### config.mk
export PLATFORM = sky130hd
export DESIGN_NAME = mandel_engine_scheduler
export DESIGN_NICKNAME = d
export VERILOG_FILES = /design/src/rtl/mandel_engine_scheduler.sv
export SDC_FILE = /design/constraint.sdc
export NUM_CORES = 1
export LEC_CHECK = 0
export CAP_MARGIN = 15
export CORE_MARGIN = 1
export CORE_UTILIZATION = 40
export DETAILED_ROUTE_END_ITERATION = 10
export HOLD_SLACK_MARGIN = 0.02
export PLACE_DENSITY = 0.76
export SLEW_MARGIN = 0
export SYNTH_ARGS = -nofsm -noshare
export SYNTH_HDL_FRONTEND = slang
export SYNTH_SLANG_ARGS = --single-unit
### constraint.sdc
create_clock -name out_stream_aclk -period 3.1 [get_ports out_stream_aclk]
set_clock_uncertainty 0.2 [all_clocks]
set_input_delay 0.465 -clock out_stream_aclk [delete_from_list [all_inputs] [get_ports out_stream_aclk]]
set_output_delay 0.465 -clock out_stream_aclk [all_outputs]
set_load 0.02 [all_outputs]
### src/rtl/mandel_engine_scheduler.sv
// Raster job scheduler: issues pixel coordinates round-robin to NUM_ENGINES engines,
// retires results in order onto an AXI4-Stream video output. Optional: CONTINUOUS_FRAMES_EN.
`timescale 1ns/1ps
module mandel_engine_scheduler #(
  parameter int NUM_ENGINES = 4,
  parameter int X_SIZE      = 640,
  parameter int Y_SIZE      = 480,
  parameter int COORD_W     = 12
) (
  input  logic                      out_stream_aclk,
  input  logic                      periph_reset,
  input  logic                      start,
  output logic                      frame_busy,
  output logic                      frame_done,
  output logic [NUM_ENGINES-1:0]    job_valid,
  input  logic [NUM_ENGINES-1:0]    job_ready,
  output logic [COORD_W-1:0]        job_x,
  output logic [COORD_W-1:0]        job_y,
  input  logic [NUM_ENGINES-1:0]    res_valid,
  output logic [NUM_ENGINES-1:0]    res_ready,
  input  logic [NUM_ENGINES*32-1:0] res_data,
  output logic [31:0]               out_stream_tdata,
  output logic [3:0]                out_stream_tkeep,
  output logic                      out_stream_tlast,
  output logic                      out_stream_tuser,
  output logic                      out_stream_tvalid,
  input  logic                      out_stream_tready
);
  localparam int PW = (NUM_ENGINES > 1) ? $clog2(NUM_ENGINES) : 1;
  localparam logic [PW-1:0]      LAST_PTR = PW'(NUM_ENGINES - 1);
  localparam logic [COORD_W-1:0] LAST_X   = COORD_W'(X_SIZE - 1);
  localparam logic [COORD_W-1:0] LAST_Y   = COORD_W'(Y_SIZE - 1);

  typedef enum logic [1:0] {IDLE = 2'd0, RUN = 2'd1, DRAIN = 2'd2} state_t;

  state_t                 state_r, state_s;
  logic [PW-1:0]          issue_ptr_r, retire_ptr_r;
  logic [COORD_W-1:0]     ix_r, iy_r, rx_r, ry_r;
  logic [NUM_ENGINES-1:0] busy_r;
  logic [31:0]            tdata_r;
  logic                   tlast_r, tuser_r, tvalid_r, end_frame_r, frame_busy_r;
  logic [NUM_ENGINES-1:0] job_valid_s, res_ready_s, issue_mask_s, retire_mask_s;
  logic                   start_frame_s, issue_hs_s, retire_hs_s, out_hs_s;
  logic                   last_issue_s, frame_done_s;

  // Offer/accept one-hot vectors and handshake decode
  always_comb begin
    job_valid_s = '0;
    res_ready_s = '0;
    if (state_r == RUN && !busy_r[issue_ptr_r]) begin
      job_valid_s[issue_ptr_r] = 1'b1;
    end else begin
      job_valid_s = '0;
    end
    if (busy_r[retire_ptr_r] && (!tvalid_r || out_stream_tready)) begin
      res_ready_s[retire_ptr_r] = 1'b1;
    end else begin
      res_ready_s = '0;
    end
    issue_mask_s  = job_valid_s & job_ready;
    retire_mask_s = res_ready_s & res_valid;
    issue_hs_s    = |issue_mask_s;
    retire_hs_s   = |retire_mask_s;
    out_hs_s      = tvalid_r && out_stream_tready;
    frame_done_s  = out_hs_s && end_frame_r;
    last_issue_s  = issue_hs_s && (ix_r == LAST_X) && (iy_r == LAST_Y);
    start_frame_s = (state_r == IDLE) && start;
  end

  // Frame FSM next state
  always_comb begin
    state_s = state_r;
    case (state_r)
      IDLE: begin
        if (start) state_s = RUN;
        else       state_s = IDLE;
      end
      RUN: begin
`ifdef CONTINUOUS_FRAMES_EN
        state_s = RUN;
`else
        if (last_issue_s) state_s = DRAIN;
        else              state_s = RUN;
`endif
      end
      DRAIN: begin
        if (frame_done_s) state_s = IDLE;
        else              state_s = DRAIN;
      end
      default: state_s = IDLE;
    endcase
  end

  // Frame FSM state register
  always_ff @(posedge out_stream_aclk or posedge periph_reset) begin
    if (periph_reset) state_r <= IDLE;
    else              state_r <= state_s;
  end

  // Issue/retire pointers, raster counters and engine occupancy
  always_ff @(posedge out_stream_aclk or posedge periph_reset) begin
    if (periph_reset) begin
      issue_ptr_r  <= '0;
      retire_ptr_r <= '0;
      ix_r <= '0; iy_r <= '0; rx_r <= '0; ry_r <= '0;
      busy_r <= '0;
    end else if (start_frame_s) begin
      issue_ptr_r  <= '0;
      retire_ptr_r <= '0;
      ix_r <= '0; iy_r <= '0; rx_r <= '0; ry_r <= '0;
      busy_r <= '0;
    end else begin
      // An engine cannot be both offered (busy=0) and retired (busy=1) in one cycle
      busy_r <= (busy_r | issue_mask_s) & ~retire_mask_s;
      if (issue_hs_s) begin
        issue_ptr_r <= (issue_ptr_r == LAST_PTR) ? '0 : issue_ptr_r + 1'b1;
        if (ix_r == LAST_X) begin
          ix_r <= '0;
          iy_r <= (iy_r == LAST_Y) ? '0 : iy_r + 1'b1;
        end else begin
          ix_r <= ix_r + 1'b1;
        end
      end
      if (retire_hs_s) begin
        retire_ptr_r <= (retire_ptr_r == LAST_PTR) ? '0 : retire_ptr_r + 1'b1;
        if (rx_r == LAST_X) begin
          rx_r <= '0;
          ry_r <= (ry_r == LAST_Y) ? '0 : ry_r + 1'b1;
        end else begin
          rx_r <= rx_r + 1'b1;
        end
      end
    end
  end

  // Stream output register, loaded on retire and held while stalled
  always_ff @(posedge out_stream_aclk or posedge periph_reset) begin
    if (periph_reset) begin
      tdata_r <= 32'd0; tlast_r <= 1'b0; tuser_r <= 1'b0;
      tvalid_r <= 1'b0; end_frame_r <= 1'b0;
    end else if (retire_hs_s) begin
      tdata_r     <= res_data[32*int'(retire_ptr_r) +: 32];
      tlast_r     <= (rx_r == LAST_X);
      tuser_r     <= (rx_r == '0) && (ry_r == '0);
      end_frame_r <= (rx_r == LAST_X) && (ry_r == LAST_Y);
      tvalid_r    <= 1'b1;
    end else if (out_hs_s) begin
      tvalid_r <= 1'b0;
    end else begin
      tvalid_r <= tvalid_r;
    end
  end

  // Frame busy flag
  always_ff @(posedge out_stream_aclk or posedge periph_reset) begin
    if (periph_reset) begin
      frame_busy_r <= 1'b0;
    end else if (start_frame_s) begin
      frame_busy_r <= 1'b1;
`ifndef CONTINUOUS_FRAMES_EN
    end else if (frame_done_s) begin
      frame_busy_r <= 1'b0;
`endif
    end else begin
      frame_busy_r <= frame_busy_r;
    end
  end

  assign job_valid         = job_valid_s;
  assign res_ready         = res_ready_s;
  assign job_x             = ix_r;
  assign job_y             = iy_r;
  assign frame_busy        = frame_busy_r;
  assign frame_done        = frame_done_s;
  assign out_stream_tdata  = tdata_r;
  assign out_stream_tkeep  = 4'hF;
  assign out_stream_tlast  = tlast_r;
  assign out_stream_tuser  = tuser_r;
  assign out_stream_tvalid = tvalid_r;
endmodule

==> results.sh, run 1 <==
export IMPL_drive_gt1_share_pct=10.3
export IMPL_post_place_ws_ps=0.439
export IMPL_clock_sinks=95
export IMPL_finalSetupViolations=0
export IMPL_mostFrequentLayoutCells="204 x clkdlybuf4s50_1, 135 x nand2_1, 94 x dfrtp_1, 32 x mux4_2, 30 x a21oi_1"
export IMPL_crit_fanout=9
export IMPL_route_detailed_wl_per_inst_um=17.2
export IMPL_status="completed"
export IMPL_grt_pass1_wl_mm=27.3
export IMPL_fp_dieH_um=122
export IMPL_gr_total_overflow=0
export IMPL_highest_layer="met4"
export IMPL_finalSetupTns_ps=0
export IMPL_power_density_nw_per_um2=691
export IMPL_drt_iter0_markers=322
export IMPL_seqPwrFrac_pct=30.5
export IMPL_wl_met2_mm=8.66
export IMPL_async_flop_share_pct=100
export IMPL_p_leak_nw=3.48
export IMPL_cts_hold_buf=0
export IMPL_drv_cap=0
export IMPL_wl_mm=17.1
export IMPL_diodes=0
export IMPL_row_count=43
export IMPL_whs_path_depth=2
export IMPL_worstPathRequired_ps=2430
export IMPL_drcViolationCount=0
export IMPL_wl_met3_mm=1.30
export IMPL_track_usage_pct=23.5
export IMPL_final_common_cell="clkdlybuf4s50_1"
export IMPL_worstSetupPathType="flip-flop to output port"
export IMPL_synth_avg_cell_area_um2=9.52
export IMPL_worst_pin_slew_ps=800
export IMPL_clockRootBuffer="clkbuf_16"
export IMPL_cp_depth=4
export IMPL_comb_power_share_pct=50.2
export IMPL_maxSlewViolCount=0
export IMPL_yosysWarnings=0
export IMPL_hpwl_mm=13.1
export IMPL_routabilityCongestion=0.880
export IMPL_timing_final_ws_setup_ps=110
export IMPL_clk_path_buf_depth=2
export IMPL_clkPwrFrac_pct=19.3
export IMPL_wl_met1_mm=6.82
export IMPL_port_buffers=208
export IMPL_power_internal_mw=3.56
export IMPL_path_cells="mux2_2 -> o22ai_2 -> and2_1 -> clkdlybuf4s50_1"
export IMPL_synth_seq_area_share_pct=41.2
export IMPL_clkLatencyLatePin_ps=350
export IMPL_timing_rr_start="issue_ptr_r[0]"
export IMPL_startpoint="issue_ptr_r[0]"
export IMPL_crit_path_end="job_valid[2]"
export IMPL_finalHoldViolations=0
export IMPL_ys_ff_latch=95
export IMPL_synth_edf_count=0
export IMPL_vias_per_cell=5.62
export IMPL_hold_path_class="flip-flop to flip-flop"
export IMPL_synth_flop_cell="dfrtp_1"
export IMPL_antenna_found_initial=0
export IMPL_area_delta_synth_final_pct=45.4
export IMPL_fin_crit_ps=2990
export IMPL_cts_max_level=3
export IMPL_slew_headroom_pct=46.4
export IMPL_fmax_ghz=0.334
export IMPL_postSynthCellCount=606
export IMPL_fin_crit_sh_pct=96.5
export IMPL_peakVddDrop_uv=437
export IMPL_rsz0062_at_grt="false"
export IMPL_cts_tree="yes"
export IMPL_cp_start_kind="flip-flop"
export IMPL_vias=5572
export IMPL_start_util_pct=41.2
export IMPL_p_sw_share_pct=38.5
export IMPL_reg2reg_depth=6
export IMPL_cp_arrival_ps=2330
export IMPL_syn_area_um2=5770
export IMPL_clk_pin_slew_ps=60
export IMPL_slowest_delay_ps=600
export IMPL_critPathTopFamily="buffers and inverters"
export IMPL_firstDrtPassIters=5
export IMPL_setup_reg_to_reg_worst_slack_ps=370
export IMPL_die_width_um=122
export IMPL_setup_worst_path_end_class="output port"
export IMPL_numCtsBuffers=9
export IMPL_r2r_end="job_y[11]"
export IMPL_p_sw_mw=2.23
export IMPL_ys_types=58
export IMPL_critPathBufInv=1
export IMPL_fin_nets=961
export IMPL_drtAntennaViolNets=0
export IMPL_grt_pass1_vias=5559
export IMPL_cpMaxStageDelayCell="clkdlybuf4s50_1"
export IMPL_io_pins=213
export IMPL_cts_setup_buffers=0
export IMPL_core_um2=14000
export IMPL_die_area_um2=14900
export IMPL_grt_max_degree=47
## routing by layer
layer	up-vias	global-route usage [%]
met5	-	0
met4	0	8.99
met3	29	5.71
met2	232	39.6
met1	2697	29.0
li1	2614	-
## worst min-delay path by stage
| stage | start | to | slack, ps |
|---|---|---|---|
| final | out_stream_tdata[15] | out_stream_tdata[15] | 280 |
| after global routing | end_frame_r | end_frame_r | 300 |
| after CTS | out_stream_tdata[15] | out_stream_tdata[15] | 280 |
| after global placement | out_stream_tdata[20] | out_stream_tdata[20] | 260 |
| after detailed placement | out_stream_tdata[30] | out_stream_tdata[30] | 260 |
| after floorplan | end_frame_r | end_frame_r | 240 |
## stage by stage
stage	power, mW	instance area [µm²]	instances	hold slack (ps)	utilization [%]
after floorplan	3.53	5780	609	239	-
after global placement	4.65	8090	976	258	57.8
after detailed placement	4.71	8090	976	264	57.8
after CTS	5.86	8380	992	283	59.9
after global routing	6.18	8390	992	297	60.0
final	5.79	8390	992	275	60.0
## worst min-delay path: cells and delay by family (launching register included)
kind,cells,cell delay [ps]
flip-flops,1,340
AND/OR/NAND/NOR,2,100
## flip-flops by register name, indices dropped and copies added (netlist names), 2 cells and up
name              flops
job_x                12
issue_ptr_r           2
busy_r                4
retire_ptr_r          2
rx_r                 12
out_stream_tdata     32
job_y                12
ry_r                 12
state_r               2
## synth_stat cells, types with 13 or more instances
master    instances  share of area [%]
clkbuf_1         22                1.4
nor2_1           27                1.8
mux4_2           32                 12
and2_1           15                1.6
inv_1            16                1.0
nand4_1          13                1.4
or4_1            15                2.0
nand2_1         135                8.8
o21ai_0          19                1.6
a21oi_1          30                2.6
dfrtp_1          95                 41
ha_1             14                3.0
nand3_1          27                2.3
o31ai_1          16                2.1
## cell type report
cell class,count,area (µm²)
clock buffers,10,229
clock inverters,6,66.3
fillers,1209,5600
inverters,16,63.8
multi-input cells,457,3160
flip-flops and latches,95,2380
well taps,180,225
repair buffers,228,2260
## power groups by stage
stage	logic [mW]	registers, mW	clock network [mW]
2_1_floorplan	1.51	2.01	0
3_3_place_gp	2.87	1.77	0
3_5_place_dp	2.94	1.78	0
4_1_cts	2.94	1.76	1.15
5_1_grt	3.17	1.80	1.20
6_report	2.91	1.76	1.12
## cell families (layout without fill, tap and decap cells)
| group | Yosys count | count (layout) | synth area share, % |
|---|---|---|---|
| AOI/OAI and AO/OA | 106 | 106 | 11.9 |
| adders and majority gates | 14 | 14 | 3.04 |
| muxes | 38 | 38 | 13.6 |
| and+or+nand+nor | 289 | 289 | 25.0 |
| xor gates and xnor gates | 6 | 6 | 0.911 |
| other | 1 | 4 | 0.0650 |
| DFF | 95 | 95 | 41.2 |
| buffers and inverters | 57 | 260 | 4.32 |
## what timing repair did
item | 4_1_cts | 5_1_grt
gates cloned | 0 | 0
endpoints found under the setup margin | 1 | 3
pin swaps | 0 | 0
resized for setup | 1 | 3
No activity file was read; power rests on OpenSTA's default activity.
==> run 2: changes to the inputs <==
Settings changed: REMOVE_ABC_BUFFERS set to 1.
==> results.sh, run 2 (same netlist as run 1, synthesis figures left out) <==
export IMPL_clkPwrFrac_pct=18.2
export IMPL_status="completed"
export IMPL_numCtsBuffers=9
export IMPL_comb_power_share_pct=50.9
export IMPL_finalSetupViolations=0
export IMPL_cts_tree="yes"
export IMPL_grt_pass1_vias=5742
export IMPL_setup_worst_path_end_class="output port"
export IMPL_clk_path_buf_depth=2
export IMPL_clk_pin_slew_ps=70
export IMPL_firstDrtPassIters=6
export IMPL_routabilityCongestion=0.928
export IMPL_die_width_um=122
export IMPL_path_cells="mux2_2 -> and3_1 -> or2_2 -> and2_1 -> clkdlybuf4s50_1"
export IMPL_fp_dieH_um=122
export IMPL_timing_final_ws_setup_ps=59.3
export IMPL_fin_crit_sh_pct=98.1
export IMPL_clkLatencyLatePin_ps=340
export IMPL_power_density_nw_per_um2=691
export IMPL_maxSlewViolCount=0
export IMPL_slew_headroom_pct=59.2
export IMPL_drcViolationCount=0
export IMPL_worstSetupPathType="flip-flop to output port"
export IMPL_hpwl_mm=13.9
export IMPL_drv_cap=0
export IMPL_hold_path_class="input port to asynchronous set/reset pin"
export IMPL_drtAntennaViolNets=0
export IMPL_p_sw_share_pct=39.4
export IMPL_multi_input_area_um2=3170
export IMPL_reg2reg_depth=5
export IMPL_cts_max_level=3
export IMPL_post_place_ws_ps=67.2
export IMPL_p_sw_mw=2.27
export IMPL_clockRootBuffer="clkbuf_16"
export IMPL_io_pins=213
export IMPL_gr_total_overflow=0
export IMPL_peakVddDrop_uv=452
export IMPL_grt_pass1_wl_mm=29.0
export IMPL_port_buffers=208
export IMPL_drt_iter0_markers=299
export IMPL_mostFrequentLayoutCells="208 x clkdlybuf4s50_1, 135 x nand2_1, 93 x dfrtp_1, 32 x mux4_2, 30 x a21oi_1"
export IMPL_cpMaxStageDelayCell="clkdlybuf4s50_1"
export IMPL_fmax_ghz=0.329
export IMPL_clock_sinks=95
export IMPL_row_count=43
export IMPL_antenna_found_initial=2
export IMPL_wl_mm=18.3
export IMPL_core_um2=14000
export IMPL_largest_reg_flops=32
export IMPL_track_usage_pct=25.4
export IMPL_worstPathRequired_ps=2430
export IMPL_cp_start_kind="flip-flop"
export IMPL_dp_cells=970
export IMPL_grt_max_degree=73
export IMPL_crit_fanout=8
export IMPL_timing_rr_start="job_x[8]"
export IMPL_power_internal_mw=3.49
export IMPL_slowest_delay_ps=540
export IMPL_route_detailed_wl_per_inst_um=18.5
export IMPL_start_util_pct=41.2
export IMPL_regArea_um2=2380
export IMPL_p_leak_nw=3.39
export IMPL_worst_pin_slew_ps=612
export IMPL_fin_nets=955
export IMPL_cp_arrival_ps=2380
export IMPL_drive_gt1_share_pct=9.57
export IMPL_vias=5618
export IMPL_stdcell_count=987
export IMPL_final_common_cell="clkdlybuf4s50_1"
export IMPL_finalSetupTns_ps=0
export IMPL_vias_per_cell=5.69
export IMPL_r2r_end="job_y[11]"
export IMPL_seqPwrFrac_pct=30.9
export IMPL_rsz0062_at_grt="false"
export IMPL_setup_reg_to_reg_worst_slack_ps=560
export IMPL_area_delta_synth_final_pct=44.6
export IMPL_fin_crit_ps=3040
export IMPL_die_area_um2=14900
export IMPL_finalHoldViolations=0
export IMPL_nFillCells=1175
-- run 2: layer usage --
layer  track usage, %  share of wire, %  vias up
met5                0                 0        -
met2             43.4                51      262
met1             29.2                37     2710
met4             12.6               4.0        0
met3             6.88               8.1       49
li1                 -                 -     2597
-- run 2: how the worst max path moves through the flow --
stage | cells past startpoint | slack (ps) | end | from
after floorplan | 5 | -1070 | rx_r[11] | retire_ptr_r[0]
after global placement | 6 | 90 | res_ready[0] | out_stream_tready
after detailed placement | 6 | 70 | res_ready[1] | out_stream_tready
after CTS | 5 | 50 | res_ready[1] | retire_ptr_r[0]
after global routing | 5 | 5 | res_ready[1] | retire_ptr_r[0]
final | 5 | 60 | res_ready[1] | retire_ptr_r[0]
-- run 2: area by class of cell --
class / instances / share of cell area (%)
Tap cell: 180 / 2.70
Timing Repair Buffer: 222 / 26.7
Multi-Input combinational cell: 457 / 38.0
Sequential cell: 95 / 28.5
Clock inverter: 2 / 0.195
Inverter: 16 / 0.735
Antenna cell: 2 / 0.0600
Clock buffer: 13 / 3.12
-- run 2: stage by stage --
stage / power, mW / hold slack (ps) / utilization, % / cell area (µm²)
5_1_grt: 6.09 / 263 / 59.6 / 8340
6_report: 5.76 / 227 / 59.6 / 8340
3_5_place_dp: 4.71 / 264 / 57.6 / 8050
2_1_floorplan: 3.44 / 239 / - / 5590
3_3_place_gp: 4.63 / 254 / 57.6 / 8050
4_1_cts: 5.79 / 243 / 59.6 / 8340
-- run 2: what timing repair did --
action	CTS	global route
setup buffers	0	0
resized for setup	1	1
hold buffers	0	0
endpoints found under the setup margin	2	2
endpoints found under the hold margin	0	0
-- run 2: power groups by stage --
| stage | logic (mW) | registers [mW] | clock network [mW] |
|---|---|---|---|
| after CTS | 2.95 | 1.78 | 1.06 |
| after floorplan | 1.31 | 2.13 | 0 |
| after detailed placement | 2.92 | 1.79 | 0 |
| final | 2.93 | 1.78 | 1.05 |
| after global placement | 2.85 | 1.79 | 0 |
| after global routing | 3.17 | 1.82 | 1.11 |
-- run 2: critical path: cells and delay by family, from the launching register on --
kind	cells	cell delay [ps]
flip-flops	1	420
AND/OR/NAND/NOR	3	730
multiplexers	1	350
buffers and inverters	1	540
==> run 3: changes to the inputs <==
Settings changed: CORE_MARGIN 1 to 3, CORE_UTILIZATION 40 to 41, PLACE_DENSITY 0.76 to 0.78.
==> results.sh, run 3 (same netlist as run 1, synthesis figures left out) <==
export IMPL_cts_hold_buf=0
export IMPL_die_area_um2=15500
export IMPL_post_place_ws_ps=78.4
export IMPL_clockRootBuffer="clkbuf_16"
export IMPL_mostFrequentLayoutCells="202 x clkdlybuf4s50_1, 135 x nand2_1, 94 x dfrtp_1, 32 x mux4_2, 30 x a21oi_1"
export IMPL_fmax_ghz=0.334
export IMPL_die_width_um=125
export IMPL_slew_headroom_pct=42.1
export IMPL_power_total_mw=5.94
export IMPL_row_count=42
export IMPL_hold_path_class="flip-flop to flip-flop"
export IMPL_drtAntennaViolNets=0
export IMPL_fin_crit_sh_pct=96.6
export IMPL_gr_total_overflow=0
export IMPL_wl_mm=19.0
export IMPL_clock_sinks=95
export IMPL_vias_per_cell=5.78
export IMPL_finalSetupTns_ps=0
export IMPL_drt_iter0_markers=456
export IMPL_peakVddDrop_uv=384
export IMPL_stdcell_count=986
export IMPL_antenna_found_initial=3
export IMPL_port_buffers=208
export IMPL_io_pins=213
export IMPL_dp_cells=967
export IMPL_worstPathRequired_ps=2430
export IMPL_worstSetupPathType="flip-flop to output port"
export IMPL_core_um2=13500
export IMPL_setup_worst_path_end_class="output port"
export IMPL_maxSlewViolCount=0
export IMPL_timing_final_ws_setup_ps=106
export IMPL_drv_cap=0
export IMPL_track_usage_pct=24.4
export IMPL_finalSetupViolations=0
export IMPL_hpwl_mm=14.7
export IMPL_area_delta_synth_final_pct=45.5
export IMPL_cts_tree="yes"
export IMPL_drcViolationCount=0
export IMPL_fin_crit_ps=2990
export IMPL_grt_max_degree=44
export IMPL_largest_reg_flops=32
export IMPL_numCtsBuffers=9
export IMPL_crit_fanout=11
export IMPL_vias=5698
export IMPL_drive_gt1_share_pct=9.79
export IMPL_p_leak_nw=3.51
export IMPL_clkLatencyLatePin_ps=340
export IMPL_grt_pass1_wl_mm=30.5
export IMPL_power_density_nw_per_um2=708
export IMPL_final_common_cell="clkdlybuf4s50_1"
export IMPL_fin_nets=956
export IMPL_route_detailed_wl_per_inst_um=19.3
export IMPL_start_util_pct=42.7
export IMPL_cp_arrival_ps=2330
export IMPL_grt_pass1_vias=5882
export IMPL_status="completed"
export IMPL_firstDrtPassIters=5
export IMPL_worst_pin_slew_ps=865
export IMPL_finalHoldViolations=0
export IMPL_cp_start_kind="flip-flop"
export IMPL_clk_path_buf_depth=2
export IMPL_clk_pin_slew_ps=70
export IMPL_cts_max_level=3
export IMPL_fp_dieH_um=125
export IMPL_routabilityCongestion=0.869
==> run 3: changes by cell type in the layout (fill, tap and decap cells not counted), moves of 2 or more <==
cell             previous run  this run
buf_4                      11        13
bufinv_16                   0         2
clkdlybuf4s50_1           208       202
dlymetal6s2s_1              0         6
==> run 3: repair_timing <==
action | 4_1_cts | 5_1_grt
endpoints found under the setup margin | 2 | 6
cloned | 0 | 0
endpoints found under the hold margin | 0 | 0
buffers inserted | 0 | 0
gates resized for setup | 1 | 6
==> run 3: layer usage <==
layer | wire length, µm | part of all wire (%) | vias to the layer above | GRT usage [%]
met5 | 0 | 0 | - | 0
met2 | 10200 | 54 | 263 | 44.6
met1 | 6780 | 36 | 2801 | 26.9
met4 | 485 | 2.6 | 0 | 8.64
li1 | - | - | 2599 | -
met3 | 1550 | 8.2 | 35 | 7.03
==> run 3: worst paths after layout <==
kind / slack (ps) / cells past startpoint / from / end
worst min-delay path: 280 / 2 / out_stream_tdata[9] / out_stream_tdata[9]
worst max-delay path: 110 / 4 / issue_ptr_r[0] / job_valid[1]
worst max register to register: 460 / 6 / job_x[0] / job_y[11]
max in group asynchronous: 1710 / 3 / periph_reset / out_stream_tdata[9]
min in group asynchronous: 330 / 2 / periph_reset / out_stream_tdata[22]
worst min register to register: 280 / 2 / out_stream_tdata[9] / out_stream_tdata[9]
==> run 3: power breakdown <==
group	internal (mW)	leakage, nW	total [mW]	switching [mW]
Combinational	1.36	2.10	2.93	1.57
Sequential	1.54	1.25	1.80	0.255
Clock	0.730	0.156	1.22	0.491
==> run 3: cell type report <==
class,count,area [µm²]
fill,1091,5110
multi-input combinational,457,3170
sequential,95,2380
timing repair buffer,223,2230
clock buffer,11,243
tap,176,220
clock inverter,5,81.3
inverter,16,61.3
antenna,3,7.51
==> run 3: through the flow <==
stage | util (%) | area (µm²) | hold slack [ps]
2_1_floorplan | - | 5590 | 239
3_3_place_gp | 59.5 | 8040 | 257
3_5_place_dp | 59.5 | 8040 | 263
4_1_cts | 62.0 | 8370 | 279
5_1_grt | 62.2 | 8400 | 301
6_report | 62.2 | 8400 | 279
==> run 3: critical path, stage by stage, from the launching register on <==
cell	delay [ps]
dfrtp_1	490
mux2_2	400
o22ai_4	310
and2_1	190
clkdlybuf4s50_1	600
